<file path="src/rtl/fetch_stage_pkg.sv">
// Shared scalar types and fetch-stage constants: reset PC and the fetch FSM encoding.
package common;
  typedef logic [63:0] u64;
  typedef logic [31:0] u32;
endpackage

package pipes;
  import common::*;

  localparam u64 PCINIT = 64'h0000_0000_8000_0000;

  localparam logic [1:0] S_IDLE    = 2'd0;
  localparam logic [1:0] S_FETCH   = 2'd1;
  localparam logic [1:0] S_HOLD    = 2'd2;
  localparam logic [1:0] S_DISCARD = 2'd3;

  typedef enum logic [1:0] {
    IDLE    = S_IDLE,
    FETCH   = S_FETCH,
    HOLD    = S_HOLD,
    DISCARD = S_DISCARD
  } fetch_state_t;
endpackage

</file>
<file path="src/rtl/fetch_stage_if.sv">
// Instruction-bus request/response bundle between the fetch stage (master) and memory (slave).
interface fetch_stage_if;
  import common::*;

  logic ireq_valid;
  u64   ireq_addr;
  logic iresp_data_ok;
  u32   iresp_data;

  modport master (output ireq_valid, ireq_addr, input iresp_data_ok, iresp_data);
  modport slave  (input ireq_valid, ireq_addr, output iresp_data_ok, iresp_data);
endinterface

</file>
<file path="src/rtl/fetch_stage.sv">
// Instruction fetch: one outstanding bus request, a one-entry skid buffer for decode
// back-pressure, and redirect handling that drains a wrong-path request before refetching.
module fetch_stage
  import common::*;
#(
  parameter u64 PCINIT = pipes::PCINIT
) (
  input  logic                 clk,
  input  logic                 reset,
  fetch_stage_if.master        ibus,
  input  logic                 stall,
  input  logic                 redirect_valid,
  input  u64                   redirect_pc,
  output logic                 f_valid,
  output u64                   f_pc,
  output u32                   f_raw_instr
);

  pipes::fetch_state_t r_state, w_state_next;
  u64   r_pc, w_pc_next;
  u64   r_npc, w_npc_next;
  u64   r_buf_pc, w_buf_pc_next;
  u32   r_buf_instr, w_buf_instr_next;
  logic r_f_valid, w_f_valid_next;
  u64   r_f_pc, w_f_pc_next;
  u32   r_f_instr, w_f_instr_next;
  logic w_load;
  logic w_slot_free;

  assign ibus.ireq_valid = (r_state == pipes::FETCH) || (r_state == pipes::DISCARD);
  assign ibus.ireq_addr  = r_pc;
  assign f_valid         = r_f_valid;
  assign f_pc            = r_f_pc;
  assign f_raw_instr     = r_f_instr;
  assign w_slot_free     = !r_f_valid || !stall;

  always_comb begin
    w_state_next     = r_state;
    w_pc_next        = r_pc;
    w_npc_next       = r_npc;
    w_buf_pc_next    = r_buf_pc;
    w_buf_instr_next = r_buf_instr;
    w_f_pc_next      = r_f_pc;
    w_f_instr_next   = r_f_instr;
    w_load           = 1'b0;

    case (r_state)
      pipes::IDLE: w_state_next = pipes::FETCH;
      pipes::FETCH: begin
        if (redirect_valid) begin
          if (ibus.iresp_data_ok) begin
            w_pc_next = redirect_pc;
          end else begin
            w_npc_next   = redirect_pc;
            w_state_next = pipes::DISCARD;
          end
        end else if (ibus.iresp_data_ok) begin
          w_pc_next = r_pc + 64'd4;
          if (w_slot_free) begin
            w_load         = 1'b1;
            w_f_pc_next    = r_pc;
            w_f_instr_next = ibus.iresp_data;
          end else begin
            w_buf_pc_next    = r_pc;
            w_buf_instr_next = ibus.iresp_data;
            w_state_next     = pipes::HOLD;
          end
        end
      end
      // The buffer is only ever occupied while in HOLD, so the state doubles as its valid bit.
      pipes::HOLD: begin
        if (redirect_valid) begin
          w_pc_next    = redirect_pc;
          w_state_next = pipes::FETCH;
        end else if (!stall) begin
          w_load         = 1'b1;
          w_f_pc_next    = r_buf_pc;
          w_f_instr_next = r_buf_instr;
          w_state_next   = pipes::FETCH;
        end
      end
      pipes::DISCARD: begin
        if (redirect_valid) begin
          if (ibus.iresp_data_ok) begin
            w_pc_next    = redirect_pc;
            w_state_next = pipes::FETCH;
          end else begin
            w_npc_next = redirect_pc;
          end
        end else if (ibus.iresp_data_ok) begin
          w_pc_next    = r_npc;
          w_state_next = pipes::FETCH;
        end
      end
      default: w_state_next = pipes::IDLE;
    endcase

    // A redirect flushes whatever decode holds, even if it is stalled.
    if (redirect_valid)  w_f_valid_next = 1'b0;
    else if (w_load)     w_f_valid_next = 1'b1;
    else if (!stall)     w_f_valid_next = 1'b0;
    else                 w_f_valid_next = r_f_valid;
  end

  always_ff @(posedge clk) begin
    if (reset) begin
      r_state     <= pipes::IDLE;
      r_pc        <= PCINIT;
      r_npc       <= PCINIT;
      r_buf_pc    <= '0;
      r_buf_instr <= '0;
      r_f_valid   <= 1'b0;
      r_f_pc      <= '0;
      r_f_instr   <= '0;
    end else begin
      r_state     <= w_state_next;
      r_pc        <= w_pc_next;
      r_npc       <= w_npc_next;
      r_buf_pc    <= w_buf_pc_next;
      r_buf_instr <= w_buf_instr_next;
      r_f_valid   <= w_f_valid_next;
      r_f_pc      <= w_f_pc_next;
      r_f_instr   <= w_f_instr_next;
    end
  end

endmodule

</file>
<file path="src/flat_wrapper.sv">
// flat-port wrapper written by rule: the top's interface ports become plain ports
module fetch_stage_flat import common::*;
#(
  parameter u64 PCINIT = pipes::PCINIT
)
  (clk, reset, stall, redirect_valid, redirect_pc, f_valid, f_pc, f_raw_instr, ibus_ireq_valid, ibus_ireq_addr, ibus_iresp_data_ok, ibus_iresp_data);
  fetch_stage_if ibus_i ();
  input  logic clk;
  input  logic reset;
  input  logic stall;
  input  logic redirect_valid;
  input  u64 redirect_pc;
  output logic f_valid;
  output u64 f_pc;
  output u32 f_raw_instr;
  output wire logic [$bits(ibus_i.ireq_valid)-1:0] ibus_ireq_valid;
  output wire logic [$bits(ibus_i.ireq_addr)-1:0] ibus_ireq_addr;
  input wire logic [$bits(ibus_i.iresp_data_ok)-1:0] ibus_iresp_data_ok;
  input wire logic [$bits(ibus_i.iresp_data)-1:0] ibus_iresp_data;
  assign ibus_ireq_valid = ibus_i.ireq_valid;
  assign ibus_ireq_addr = ibus_i.ireq_addr;
  assign ibus_i.iresp_data_ok = ibus_iresp_data_ok;
  assign ibus_i.iresp_data = ibus_iresp_data;
  fetch_stage #(.PCINIT(PCINIT)) u_core (.clk(clk), .reset(reset), .ibus(ibus_i), .stall(stall), .redirect_valid(redirect_valid), .redirect_pc(redirect_pc), .f_valid(f_valid), .f_pc(f_pc), .f_raw_instr(f_raw_instr));
endmodule
</file>
<file path="config.mk">
export PLATFORM = sky130hd
export DESIGN_NAME = fetch_stage_flat
export DESIGN_NICKNAME = d
export VERILOG_FILES = /design/src/rtl/fetch_stage_pkg.sv /design/src/rtl/fetch_stage_if.sv /design/src/rtl/fetch_stage.sv /design/src/flat_wrapper.sv
export SDC_FILE = /design/constraint.sdc
export NUM_CORES = 1
export LEC_CHECK = 0
export CAP_MARGIN = 20
export CORE_ASPECT_RATIO = 1.25
export CORE_MARGIN = 2
export CORE_UTILIZATION = 42
export DETAILED_ROUTE_END_ITERATION = 10
export GPL_TIMING_DRIVEN = 1
export HOLD_SLACK_MARGIN = 0.08
export PLACE_DENSITY_LB_ADDON = 0.25
export SYNTH_ARGS = -nofsm -noshare
export SYNTH_HDL_FRONTEND = slang
export SYNTH_SLANG_ARGS = --single-unit
</file>
<file path="constraint.sdc">
create_clock -name clk -period 3.1 [get_ports clk]
set_input_delay 0.775 -clock clk [delete_from_list [all_inputs] [get_ports clk]]
set_output_delay 0.775 -clock clk [all_outputs]
set_load 0.01 [all_outputs]
</file>
## Word level (Yosys, flattened, before mapping)

Cells that the tools add are included.

| word-level totals | value |
|---|---|
| input port bits | 101 |
| logic and storage cells | 77 |
| register bits after elaboration | 323 |
| output and inout port bits | 162 |

| operators by class | value |
|---|---|
| eq/ne operators | 16 |
| reduce and logical (&&, ||, !) cells | 14 |
| bitwise logic cells | 3 |
| add/sub/neg operators | 1 |
| mux-type cells | 35 |

Operators with widths:

| kind | number |
|---|---|
| 2-to-1 mux 64 bit | 11 |
| case mux 64 bit (3 select lines) | 1 |
| 2-to-1 mux 32 bit | 5 |
| case mux 64 bit (2 select lines) | 1 |
| adder 64 x 3 -> 64 bit, second input constant | 1 |
| case mux 32 bit (2 select lines) | 1 |
| != test 3 bit, second input constant | 5 |
| 2-to-1 mux 2 bit | 7 |
| != test 2 bit, second input constant | 6 |
| case mux 2 bit (4 select lines) | 1 |
| AND reduction 4 bit | 2 |
| 2-to-1 mux 1 bit | 7 |
| AND reduction 6 bit | 1 |
| AND reduction 5 bit | 1 |
| == test 2 bit, second input constant | 2 |
| != test 2 x 1 -> 1 bit, second input constant | 2 |
| OR reduction 2 bit | 2 |
| NOT 1 bit | 3 |
| AND reduction 3 bit | 1 |
| nonzero test 3 bit | 1 |
| == test 2 x 1 -> 1 bit, second input constant | 1 |
| zero test 1 bit | 2 |
| zero test 2 bit | 1 |
| logical OR 1 bit | 2 |
| 2 further kinds | 2 |

## Depth between registers and ports, before layout

Gate-level depths: netlist (run 1).

| logic depth | value |
|---|---|
| depth after elaboration | 7 |
| depth in mapped cells | 11 |
| depth with buffers taken out | 8 |

## Least setup slack after synthesis (run 1)

OpenSTA, ideal clock, no wires.

| timing | value |
|---|---|
| kind | input to register |
| from | in redirect_valid |
| to | reg u_core.r_pc[51] (netlist: u_core.ibus.ireq_addr[51]) |
| stages | 6 |
| arrival | 2362 ps |
| slack | 664 ps |
| buffers on the path | 2 |
| cells stage by stage | or3_1 > buf_2 > or3_4 > buf_6 > or4_1 > a31oi_1 |

| between the ends | value |
|---|---|
| longest elaborated chain between the ends | 2 |
| elaborated cells between the ends (all ways) | 7 |
| classes of those cells | eq/ne: 3; mux: 3; reduce/logical: 1 |

Ends and longest elaborated chain:

| what | RTL line | source |
|---|---|---|
| start: declaration | flat_wrapper.sv:11 | `input logic redirect_valid;` |
| != test 3 bit (no source line), or another cell as far along | - |  |
| AND reduction 4 bit (no source line) / case mux 64 bit (3 select lines) (equally long branches) | - |  |
| end signal: assignment | fetch_stage.sv:117 | `r_pc <= w_pc_next;` |
| end: declaration | fetch_stage.sv:20 | `u64 r_pc, w_pc_next;` |

Parallel ways exist; a longest one is shown, timed or not.
A chain may end at the register's enable or synchronous reset.

## Worst setup path in the final report (run 1)

| timing | value |
|---|---|
| from | reg u_core.r_state[1] |
| to | out ibus_ireq_valid |

| between the ends | value |
|---|---|
| longest elaborated chain between the ends | 2 |
| elaborated cells between the ends (all ways) | 3 |
| classes of those cells | eq/ne: 2; reduce/logical: 1 |

Ends and longest elaborated chain:

| what | RTL line | source |
|---|---|---|
| start: declaration | fetch_stage.sv:19 | `pipes::fetch_state_t r_state, w_state_next;` |
| start signal: assignment | fetch_stage.sv:107 | `r_state <= pipes::IDLE;` |
| start signal: assignment | fetch_stage.sv:116 | `r_state <= w_state_next;` |
| == test 2 x 1 -> 1 bit / == test 2 bit (equally long branches) | fetch_stage.sv:30 | `assign ibus.ireq_valid = (r_state == pipes::FETCH) \|\| (r_state == pipes::DISCARD);` |
| logical OR 1 bit * | fetch_stage.sv:30 |  |
| end: declaration | flat_wrapper.sv:16 | `output wire logic [$bits(ibus_i.ireq_valid)-1:0] ibus_ireq_valid;` |

Every way passes the cells marked *; elsewhere a longest branch is shown, timed or not.

==> results of run 1 <==
## worst paths after layout
path / slack [ns] / end / cells after the start
max: 0.14 / ibus_ireq_valid / 5
min: 0.45 / u_core.r_buf_pc[62] / 2
max reg2reg: 0.53 / u_core.ibus.ireq_addr[44] / 7
min reg2reg: 0.45 / u_core.r_buf_pc[62] / 2
## state kept, by name (all words and copies together) (netlist names)
register and cells:
u_core.f_valid 1, u_core.r_buf_instr 32, u_core.r_npc 64, u_core.f_pc 64, u_core.ibus.ireq_addr 64, u_core.r_state 2
u_core.r_buf_pc 64, u_core.f_raw_instr 32
## report_power, final
group	internal [mW]	leakage, nW	total (mW)	switching, mW
clock	2.34	0.546	4.07	1.73
sequential	4.37	2.62	4.57	0.208
combinational	0.923	3.06	2.02	1.10
## through the flow
stage                     utilization [%]  std cells  setup slack [ns]  hold WS [ns]
after floorplan                         -       1872             0.664         0.436
after global placement               52.0       2519             0.166         0.441
after detailed placement             52.0       2519            0.0939         0.446
after CTS                            55.1       2581            0.0117         0.454
after global routing                 55.1       2581            0.0510         0.471
final                                55.1       2581             0.140         0.453
## cell usage in the layout, fill, tap and decap left out, types with 3 or more instances in the layout
cell and n:
nand2b_1 3, nand3_1 31, clkbuf_8 8, and4_1 3
clkinv_2 5, ha_1 4, a31oi_1 13, buf_4 65
mux2i_1 114, and3_1 8, o31ai_1 4, buf_12 20
clkdlybuf4s50_1 261, a22oi_1 54, dfxtp_1 323, nand4_1 14
a21oi_1 228, or4_1 4, o22ai_1 16, o2bb2ai_1 3
or3_1 5, nor3_1 26, nand2_1 375, nor4_1 22
a311oi_1 3, o21a_1 10, a311o_1 4, a211oi_1 101
and2_1 5, a222oi_1 7, a22o_1 9, clkbuf_1 8
o21ai_0 40, o211ai_1 4, inv_1 15, clkbuf_16 36
nor2_1 198, nor3b_1 3
## cell families (layout without fill, tap and decap cells)
family	Yosys count	after routing
buffers and inverters	189	424
xor gates and xnor gates	1	1
AOI/OAI and AO/OA	513	513
muxes	115	115
and+or+nand+nor	726	726
DFF	323	323
adders and majority gates	5	5
## synth_stat cells (all sizes together) (3+ instances only)
cell type,count
a211oi,101
a21o,4
a21oi,228
a222oi,7
a22o,9
a22oi,54
a311o,4
a311oi,3
a31oi,13
and2,6
and3,10
and4,3
buf,29
clkbuf,144
dfxtp,323
ha,5
inv,15
mux2i,114
nand2,377
nand2b,3
nand3,33
nand4,16
nor2,201
nor2b,3
nor3,28
nor3b,3
nor4,26
o211ai,4
o21a,10
o21ai,40
o22ai,16
o2bb2ai,3
o31ai,4
or3,7
or4,5
## worst reg2reg max path, cell delays in order, from the launching register on
cell	delay, ns
dfxtp_1	0.56
nand4_1	0.28
nor3_1	0.40
nand4b_1	0.35
buf_4	0.31
nor3_1	0.22
nor3b_1	0.25
nor4_1	0.07
## what timing repair did
item	CTS	global route
resized for setup	0	1
hold buffers	0	0
setup buffers	0	0
endpoints found under the setup margin	0	1
## routing by layer
layer	vias up	global-route usage [%]	part of all wire, %
met5	-	0	0
met4	0	9.02	3.2
met3	85	4.47	6.6
met2	525	39.1	45
met1	6731	34.4	45
li1	7030	-	-
## cell type report
type / count / area, sq um / area share (%)
tap: 474 / 593 / 3.06
sequential: 323 / 6470 / 33.3
inverter: 15 / 56.3 / 0.290
timing repair buffer: 347 / 3520 / 18.1
multi-input combinational: 1360 / 7640 / 39.4
clock buffer: 52 / 1040 / 5.37
clock inverter: 10 / 73.8 / 0.381
==> metrics, run 1 <==
status finished clean; Synth Area in Simple Gates a little over a fifth; hpwl dp approximately 33 mm; critical path type reg -> out; period utilisation layout 95.5%; Post-Syn Instances 1872; Max Buffers Root-to-Sink 3; Worst-path clk slew 0.06 ns; Slew Limit Fails 0; Distinct cells, synth 69; maximum VDD drop 0.000337 V; Primary FF master, synth dfxtp_1; Leak Pwr about 6.2 nW; detailed-route via count 14371; ANT cells 0; Worst R2R Start u_core.ibus.ireq_addr[15]; Post-DP Area 18300 sq um; Synth Area in Compound Gates between 20% and 30%; CP startpoint u_core.r_state[1]; Detail Route Antenna Nets 0; IO Pins ~260; die area 36900 sq um; sequential fraction of the synthesis area a little over two fifths; area leader, netlist dfxtp_1; Post-synth EDFFs 0; Port Buffers roughly 260; per-cell routed wire length approximately 18 um; CTS tree done; final hold vios 0; Critical Path Sink Type output pin; die extent in y roughly 210 um; critical path peak fanout 7; max_cap viols 0; P&R area growth vs syn 30.4%; largest net degree at the start of global routing around 110; crit-path max cell delay ~0.48 ns; # rows 77; cts bufs inserted 35; largest family of logic cells by synthesized area compound AO/OA/AOI/OAI gates; Post-Synth Adder-Cell Area less than 1%; CTS Sinks around 320; Mean Syn Cell Area between 7 and 8 sq um; Pwr Density between 500 and 600 nW/um^2; Pwr Total around 11 mW; grt total ovfl 0; # nets final 2188; FMAX 338 MHz; top post-synthesis cells by area dfxtp_1 43%, nand2_1 9.5%, a21oi_1 7.7%; Slew headroom 49.6%; async set-reset flop share out of synthesis 0%; routed vias/inst 5.57; most used cell, CP inv_1; final setup fails 0; Total GRT Usage between 20 and 25%; Syn Nets roughly 2000; setup TNS 0 ns; first-pass GRT wire length around 73 mm; vias in the first global route approximately 13000; Critical Path AT approximately 2.2 ns; Die X roughly 170 um; initial antenna violation count 0; type of the most critical hold path reg -> reg; Starting Density between 40 and 50%; multiplexer share of the synthesized area ~7.7%; worst endpoint required time between 2 and 2.5 ns; RSZ-0062 raised after global routing no; Synth Warn # 0; Core Box Area around 35000 sq um; synthesized area around 15000 sq um; CP Launch Type flip-flop; gp weighted congestion just over 0.9; crit path buf inv count 3; critical path's slowest cell clkdlybuf4s50_1; Filler cells ~3300; Synth Area in XOR/XNOR less than 1%; Skew-Pair Late Insertion Delay 0.53 ns; delay-heaviest family, CP buffers and inverters; hold path start u_core.r_buf_pc[62]; clock root cell clkbuf_16; Worst Tran Pin Value around 0.76 ns; CP Cell Sequence inv_1 -> ha_1 -> nor2_2 -> inv_1 -> clkdlybuf4s50_1; clock skew between 0.015 and 0.02 ns; wirelength, routed about 48 mm; fin area between 15000 and 20000 sq um; initial drt markers about 1000; Synth top area share between 40% and 50%; H-tree Lvls 2; share of layout cells above drive strength 1 8.07%; First-pass DRT Iterations 7; post-synthesis register bit count approximately 320; drc violations 0; Final Critical Period between 2 and 3 ns
(Power assumes the default switching activity.)
==> inputs of run 2 (changes only) <==
--- a/config.mk
+++ b/config.mk
@@ -7,2 +7,3 @@
 export LEC_CHECK = 0
+export ABC_AREA = 1
 export CAP_MARGIN = 20
@@ -15,2 +16,3 @@
 export PLACE_DENSITY_LB_ADDON = 0.25
+export SETUP_SLACK_MARGIN = 0.4
 export SYNTH_ARGS = -nofsm -noshare
==> constraint.sdc (replaced) <==
create_clock -name clk -period 3.1 [get_ports clk]
set_input_delay 0.31 -clock clk [delete_from_list [all_inputs] [get_ports clk]]
set_output_delay 0.31 -clock clk [all_outputs]
set_load 0.01 [all_outputs]
==> metrics, run 2 <==
critical path type reg -> reg; Final Critical Period between 2 and 3 ns; internal power between 8 and 9 mW; Comb pwr share between 30% and 40%; Multi-input gate area approximately 8400 sq um; Slew Limit Fails 0; Filler cells 3878; first-pass GRT wire length approximately 91 mm; Post-Syn Instances ~2600; Post-synth EDFFs 0; initial drt markers approximately 1500; H-tree Lvls 2; die extent in y between 200 and 250 um; Post-DP Area between 15000 and 20000 sq um; # rows 81; Port Buffers around 260; clock root cell clkbuf_16; commonest non-fill, non-tap cell in the layout nand2_1; hold_buf cts 0; Detail Route Antenna Nets 0; Reg power frac 38.8%; final setup fails 0; Leak Pwr ~8 nW; gp weighted congestion between 0.9 and 1; P&R area growth vs syn 24.4%; wirelength, routed about 60 mm; area leader, netlist dfxtp_1; NetSw between 5 and 6 mW; share of layout cells above drive strength 1 5.60%; Worst-path clk slew 0.06 ns; routed vias/inst between 5 and 6; RSZ-0062 raised after global routing no; vias in the first global route 16543; setup TNS 0 ns; Max Buffers Root-to-Sink 3; most frequent cell after synthesis nand2_1; Primary FF master, synth dfxtp_1; type of the most critical hold path in -> reg; Mean Syn Cell Area around 6.5 sq um; status finished clean; CTS Sinks about 320; ANT cells 0; most frequent cells in the layout 449 x nand2_1, 444 x o21ai_0, 323 x dfxtp_1; Core Box Area between 30000 and 40000 sq um; hpwl dp 42.1 mm; detailed-route via count around 18000; drc violations 0; maximum VDD drop approximately 0.00048 V; max_cap viols 0; # nets final roughly 2800; Clk network pwr share about 30%; FMAX roughly 400 MHz; synthesized area between 15000 and 20000 sq um; Syn Nets around 2700; top post-synthesis cells by area dfxtp_1 39%, o21ai_0 13%, nand2_1 10%; period utilisation layout between 80 and 90%; clock skew between 0.02 and 0.025 ns; Starting Density approximately 43%; Synth Warn # 0; per-cell routed wire length 18.4 um; CP Launch Type flip-flop; critical path peak fanout 30; worst endpoint required time ~3.6 ns; Sw Share a little over a third; Critical Path AT roughly 3.0 ns; final hold slack roughly 0.30 ns; sequential fraction of the synthesis area approximately two fifths; Seq. cell area around 6500 sq um; Skew-Pair Late Insertion Delay 0.53 ns; Slew headroom between 20% and 30%; IO Pins about 260; async set-reset flop share out of synthesis 0%; initial antenna violation count 0; Pwr Density between 600 and 700 nW/um^2; Die X between 150 and 200 um; Distinct cells, synth 43; commonest cells in the netlist 449 x nand2_1, 444 x o21ai_0, 323 x dfxtp_1; final hold vios 0; Total GRT Usage between 20 and 30%; Synth top area share between 30% and 40%; post-synthesis register bit count 323; Critical Path Sink Type flip-flop; First-pass DRT Iterations 5; largest net degree at the start of global routing 215; final core utilization a little over half; Worst Tran Pin Value around 1.1 ns; CTS tree done; grt total ovfl 0; fin area 20800 sq um; cts bufs inserted 36; die area 41500 sq um
## run 2: cell types whose count changed after synthesis, sizes merged, moves of 40 or more
cell / delta
o21ai: +429
inv: +296
mux2i: -113
a211oi: -97
nor2: +91
a21oi: +88
nand2: +84
clkbuf: -56
a22oi: -53
buf: +52
nand3: +40
## run 2: final cells by class
class | count | area share (%)
timing repair buffer | 303 | 14.5
clock inverter | 7 | 0.307
clock buffer | 56 | 5.08
inverter | 312 | 5.65
multi-input combinational | 1766 | 40.3
sequential | 323 | 31.1
tap | 498 | 2.99
## run 2: cell families (layout without fill, tap and decap cells)
family	count (synthesis)	after routing	synth area share [%]
compound gates	880	881	27.8
simple gates	877	877	21.6
buf+inv	481	678	11.5
flops	323	323	38.7
fa+ha+maj	5	5	0.374
xor+xnor	2	2	0.105
mux	1	1	0.0598
## run 2: worst max-delay path: stages, from the launching register on
cell and delay, ns:
dfxtp_1 0.39, ha_1 0.48, inv_2 0.40, a21oi_2 0.61, inv_1 0.19, o211ai_1 0.23, o211ai_1 0.12, inv_1 0.07
## run 2: path summary, 6_finish.rpt
kind,from,slack [ns],to,cells after the start
setup / recovery,u_core.r_state[1],0.55,u_core.ibus.ireq_addr[5],7
setup reg to reg,u_core.r_state[1],0.55,u_core.ibus.ireq_addr[5],7
hold / removal,ibus_iresp_data_ok,0.30,u_core.r_state[0],4
hold reg to reg,u_core.f_pc[59],0.44,u_core.f_pc[59],2
## run 2: layer usage
layer  GRT usage (%)  share of wire, %
met1            35.1                42
met2            47.8                48
met3            3.34               6.2
met4            12.0               3.9
met5               0                 0
## run 2: power groups by stage
stage	clock, mW	sequential, mW	combinational, mW
3_5_place_dp	0	5.50	4.32
5_1_grt	4.39	5.50	4.82
3_3_place_gp	0	5.50	4.25
6_report	4.16	5.43	4.40
4_1_cts	4.23	5.42	4.34
2_1_floorplan	0	5.45	2.19
## run 2: repair_timing
| action | 4_1_cts | 5_1_grt |
|---|---|---|
| resized for setup | 0 | 2 |
| setup endpoints to repair | 0 | 1 |
| setup buffers | 0 | 7 |
## run 2: through the flow
step           cells  power (mW)  setup slack, ns
3_3_place_gp    3194        9.75            0.611
4_1_cts         3257        14.0            0.528
5_1_grt         3265        14.7            0.415
3_5_place_dp    3194        9.82            0.560
6_report        3265        14.0            0.552
2_1_floorplan   2569        7.64             1.36
==> inputs of run 3 (changes only) <==
clock period = 2.1 ns   (was 3.1 ns; I/O delays follow)
==> metrics, run 3 (synthesis gave the netlist of run 2 again) <==
Worst-path clk slew ~0.06 ns; commonest non-fill, non-tap cell in the layout nand2_1; Pwr Density about 920 nW/um^2; Seq. cell area roughly 6500 sq um; wl on met1 roughly 28 mm; cts bufs inserted 36; Port Buffers around 260; final setup fails 0; FMAX about 500 MHz; Reg2Reg Setup Slack 0.12 ns; Filler cells roughly 3200; Worst Tran Pin Value 0.538 ns; max layer used met5; most frequent cells in the layout 422 x nand2_1, 298 x o21ai_0, 293 x inv_1; worst endpoint required time around 2.5 ns; routed vias/inst roughly 5.7; largest net degree at the start of global routing between 100 and 150; clock root cell clkbuf_16; Total GRT Usage 32.6%; fin area about 26000 sq um; initial antenna violation count 1; clock skew ~0.027 ns; hold_buf cts 0; H-tree Lvls 2; Leak Pwr 10.2 nW; critical path peak fanout 7; share of layout cells above drive strength 1 between 20% and 30%; type of the most critical hold path in -> reg; CTS tree done; # nets final slightly above 3000; Multi-input gate area about 9900 sq um; CP Launch Type flip-flop; grt total ovfl 0; P&R area growth vs syn 56.5%; hpwl dp ~45 mm; drc violations 0; per-cell routed wire length about 21 um; period utilisation layout 94.4%; Max Buffers Root-to-Sink 3; detailed-route via count about 20000; Starting Density 42.7%; Post-DP Area between 20000 and 25000 sq um; First-pass DRT Iterations 5; non-filler instance count after layout between 3000 and 4000; Die X around 180 um; IO Pins approximately 260; maximum VDD drop 0.000502 V; max_cap viols 0; critical path type reg -> reg; metal2 WL approximately 36 mm; final hold vios 0; RSZ-0062 raised after global routing yes; first-pass GRT wire length approximately 110 mm; Critical Path AT approximately 2.4 ns; Skew-Pair Late Insertion Delay approximately 0.55 ns; die extent in y approximately 230 um; Slew Limit Fails 0; Detail Route Antenna Nets 0; status finished clean; # rows 81; gp weighted congestion 0.927; vias in the first global route about 18000; initial drt markers between 1500 and 2000; Critical Path Sink Type flip-flop; Slew headroom around 64%; wirelength, routed 74.1 mm; Final Critical Period slightly below 2 ns; met3 wire length 5.51 mm; CTS Sinks ~320; die area a little over 40000 sq um; Core Box Area between 30000 and 40000 sq um; Placed Cells 3331
[run 3: cell count changes in the layout (fill, tap and decap cells not counted), moves of 35 or more]
cell	previous run	this run
a21oi_2	5	81
a21oi_1	311	231
buf_4	32	175
buf_12	8	43
dfxtp_1	323	280
o21ai_1	24	71
nor2_1	267	217
o21ai_2	1	90
o21ai_0	444	298
[run 3: routing by layer]
layer,GRT usage [%],vias to the layer above
li1,-,9387
met1,39.5,9576
met2,56.6,988
met3,4.38,211
met4,16.4,2
met5,0,-
[run 3: where the power goes]
| group | internal [mW] | switching, mW |
|---|---|---|
| registers | 7.02 | 0.867 |
| logic | 4.41 | 5.35 |
| clock network | 3.77 | 2.75 |
[run 3: worst paths after layout]
kind / from / endpoint / depth (start not counted)
worst max-delay path: u_core.r_state[1] / u_core.f_raw_instr[2] / 12
worst min-delay path: ibus_iresp_data[3] / u_core.r_buf_instr[3] / 3
worst max register to register: u_core.r_state[1] / u_core.f_raw_instr[2] / 12
worst min register to register: u_core.f_pc[0] / u_core.f_pc[0] / 2
[run 3: repair_timing]
action,4_1_cts,5_1_grt
cloned,26,25
endpoints found under the setup margin,387,384
hold endpoints to repair,0,0
gates resized for setup,373,333
pin swaps,74,72
setup buffers,54,35
[run 3: worst max-delay path, cell delays in order, from the launching register on]
cell and delay, ns:
dfxtp_4 0.37, buf_6 0.10, ha_4 0.17, inv_6 0.04, nor2_4 0.12, inv_2 0.07
o22ai_4 0.17, o21ai_4 0.14, buf_12 0.19, buf_12 0.13, buf_16 0.14, o21ai_1 0.16
a21oi_1 0.07
[run 3: cell type report]
type / instances / area share (%)
Sequential cell: 323 / 25.0
Clock buffer: 49 / 4.02
Timing Repair inverter: 1 / 0.0335
Antenna cell: 2 / 0.0191
Multi-Input combinational cell: 1765 / 37.8
Clock inverter: 16 / 0.545
Timing Repair Buffer: 572 / 25.5
Tap cell: 498 / 2.38
Inverter: 312 / 4.66
[run 3: per-stage QoR]
| stage | hold slack [ns] | power (mW) | setup slack [ns] | setup TNS, ns | utilization, % |
|---|---|---|---|---|---|
| 6_report | 0.236 | 24.2 | 0.118 | 0 | 66.7 |
| 5_1_grt | 0.256 | 25.1 | 0.0865 | 0 | 66.7 |
| 4_1_cts | 0.212 | 23.2 | 0.190 | 0 | 62.0 |
| 3_5_place_dp | 0.437 | 15.2 | -0.0194 | -0.0194 | 53.1 |
| 3_3_place_gp | 0.430 | 15.1 | -0.0213 | -0.0242 | 53.1 |
| 2_1_floorplan | 0.283 | 11.3 | 0.384 | 0 | - |
==> variant: new RTL, config.mk and constraints of run 1 <==
Reset style: asynchronous (`reset`), changed in one clocked block.
--- a/src/rtl/fetch_stage.sv
+++ b/src/rtl/fetch_stage.sv
@@ -102,7 +102,7 @@
     else                 w_f_valid_next = r_f_valid;
   end
 
-  always_ff @(posedge clk) begin
+  always_ff @(posedge clk or posedge reset) begin
     if (reset) begin
       r_state     <= pipes::IDLE;
       r_pc        <= PCINIT;
Formal check against the unedited RTL: differs if reset is asserted again (counterexample within 4 cycles, from zero or initial values and one cycle with reset high); with reset held inactive, the same outputs for 4 cycles.
==> variant against run 1 <==
Area after synthesis is 2.8% higher. Worst setup slack got worse by 5.8 ps. Sequential cell count did not move. Final area is 4.3% higher. Sequential share of layout area up 6.6 points. First-iteration DRC count down 0.67%. Count of clock-buffer cells in the layout up 2. Routed wire length decreased by 9.0%. Maximum frequency is 0.20% lower.
Power is not compared: it rests on default switching activity, and its combinational part moved more than twofold at a synthesized area within 25%.
==> variant: results (changes against run 1) <==
[final_layout]
most_frequent_standard_cell_in_the_layout_excluding_fill_and_tap_cells = sky130_fd_sc_hd__dfrtp_1
layout-drive-gt1-share_pct = 19.7  ; +12 points
nNetsFinal = 1774  ; -19%

[clock_network]
postCtsResizedCells = 0  ; unchanged
ctsHtreeMaxLevel = 2  ; unchanged
cts_post_setup_buffers_inserted = 0  ; unchanged
insertion_delay_ps = 520
cts.path.max_buffers = 3  ; unchanged
clk_pin_slew_worst_paths_ps = 60  ; about the same
cts_inserted_buffers = 36  ; +2.9%

[yosys]
syn_inst = 1386  ; -26%
post_synth_main_area_contributors = sky130_fd_sc_hd__dfrtp_1 (53%), sky130_fd_sc_hd__mux2_2 (12%), sky130_fd_sc_hd__mux2i_1 (6.5%), sky130_fd_sc_hd__a21oi_1 (4.0%), sky130_fd_sc_hd__nor2_1 (3.4%)
netlist-cell-type-count = 68  ; -1.4%
synth_flop_cell = sky130_fd_sc_hd__dfrtp_1
synth_fp_nets = 1492  ; -25%
synthMuxAreaShare_pct = 18.3  ; +11 points
post_synth_most_frequent_cells = sky130_fd_sc_hd__dfrtp_1 (321), sky130_fd_sc_hd__mux2_2 (160), sky130_fd_sc_hd__nor2_1 (140)
asyncSetResetFlopFracSynth_pct = 100  ; +100 points
compound_gate_portion_of_the_synthesized_area_pct = 14.6  ; -7.0 points
synthAdderAreaFrac_pct = 0.409  ; -0.011 points
yosysSeqAreaShare_pct = 52.9  ; +9.4 points
post_synth_xor_area_fraction_pct = 0.115  ; +0.056 points

[detailed_routing]
finalWirelength_mm = 43.3  ; -9.0%
routedWlPerCell_um = 19.9  ; +8.1%
met3RoutedLength_mm = 2.30  ; -27%
detail_route.wirelength.met1_mm = 18.4  ; -13%
drt-vias-per-instance = 5.69  ; +2.2%
dr.first_iter.drc_count = 1036  ; -0.67%
number_of_detailed_routing_iterations_run_before_antenna_repair = 6  ; -1
wl_met2_mm = 21.2  ; -2.1%

[global_routing]
first_pass_grt_wire_length_mm = 69.5  ; -5.3%
use_met3_pct = 3.79  ; -0.68 points
use_met1_pct = 30.0  ; -4.4 points
number_of_global_route_vias_before_repair = 12500  ; -4.6%
pin_count_of_the_biggest_net_entering_global_routing = 89  ; -18%
globalRouteTotalUtil_pct = 22.8  ; -2.2 points
antenna_found_initial = 0  ; unchanged
globalRouteMet2Util_pct = 38.0  ; -1.1 points

[placed_design]
placed_cell_area_sq_um = 19100  ; +4.3%
dp_cells = 2110  ; -16%
portBuffers = 262  ; unchanged
hpwlAfterDp_mm = 30.4  ; -7.1%
gp_routability_congestion = 0.866  ; -5.1%
pre_cts_slack_ps = 145  ; +51.5 ps

[run_status]
run_status = completed

[worst_hold_path]
hold_class = reg2reg

[power_and_ir_drop]
irDropWorstVdd_uv = 540
power_leakage_nw = 8.27
net-switching-power_mw = 7.21
clockNetworkPower_mw = 4.22

[timing]
max_slew.worst_pin.slew_ps = 948  ; +191 ps
clock-skew-final_ps = 9.99  ; -7.69 ps

[setup_path]
delay_of_the_slowest_cell_on_the_worst_path_ps = 600  ; +120 ps
arrival_ps = 2190
crit_family = buffers and inverters
crit_fanout = 6  ; -1

variant: changes by cell type after synthesis, moves of 15 or more:
cell,delta
sky130_fd_sc_hd__nor2_1,-61
sky130_fd_sc_hd__o21ai_0,+20
sky130_fd_sc_hd__mux2_2,+159
sky130_fd_sc_hd__a222oi_1,+17
sky130_fd_sc_hd__mux2i_1,-15
sky130_fd_sc_hd__a21oi_1,-107
sky130_fd_sc_hd__nand2_1,-311
sky130_fd_sc_hd__clkbuf_1,-51
sky130_fd_sc_hd__dfrtp_1,+321
sky130_fd_sc_hd__a22oi_1,-30
sky130_fd_sc_hd__a211oi_1,-101
sky130_fd_sc_hd__dfxtp_1,-323
variant: worst paths after layout:
check | from | slack [ps] | depth (start not counted) | to
max | u_core.r_state[1]$_DFFE_PP0P_ | 130 | 4 | ibus_ireq_valid
min | u_core.r_buf_instr[21]$_DFFE_PP0P_ | 500 | 1 | u_core.r_buf_instr[21]$_DFFE_PP0P_
max reg2reg | u_core.ibus.ireq_addr[6]$_DFFE_PP0P_ | 400 | 6 | u_core.ibus.ireq_addr[48]$_DFFE_PP0P_
min reg2reg | u_core.r_buf_instr[21]$_DFFE_PP0P_ | 500 | 1 | u_core.r_buf_instr[21]$_DFFE_PP0P_
max in group asynchronous | reset | 1670 | 4 | u_core.f_raw_instr[19]$_DFFE_PP0P_
min in group asynchronous | reset | 590 | 2 | u_core.f_pc[47]$_DFFE_PP0P_
variant: area by class of cell:
| class | instances | area (sq um) |
|---|---|---|
| Sequential cell | 323 | 8090 |
| Clock buffer | 54 | 1090 |
| Clock inverter | 8 | 68.8 |
| Timing Repair Buffer | 352 | 3510 |
| Inverter | 17 | 67.6 |
| Fill cell | 3132 | 15900 |
| Multi-Input combinational cell | 938 | 6800 |
| Tap cell | 480 | 601 |
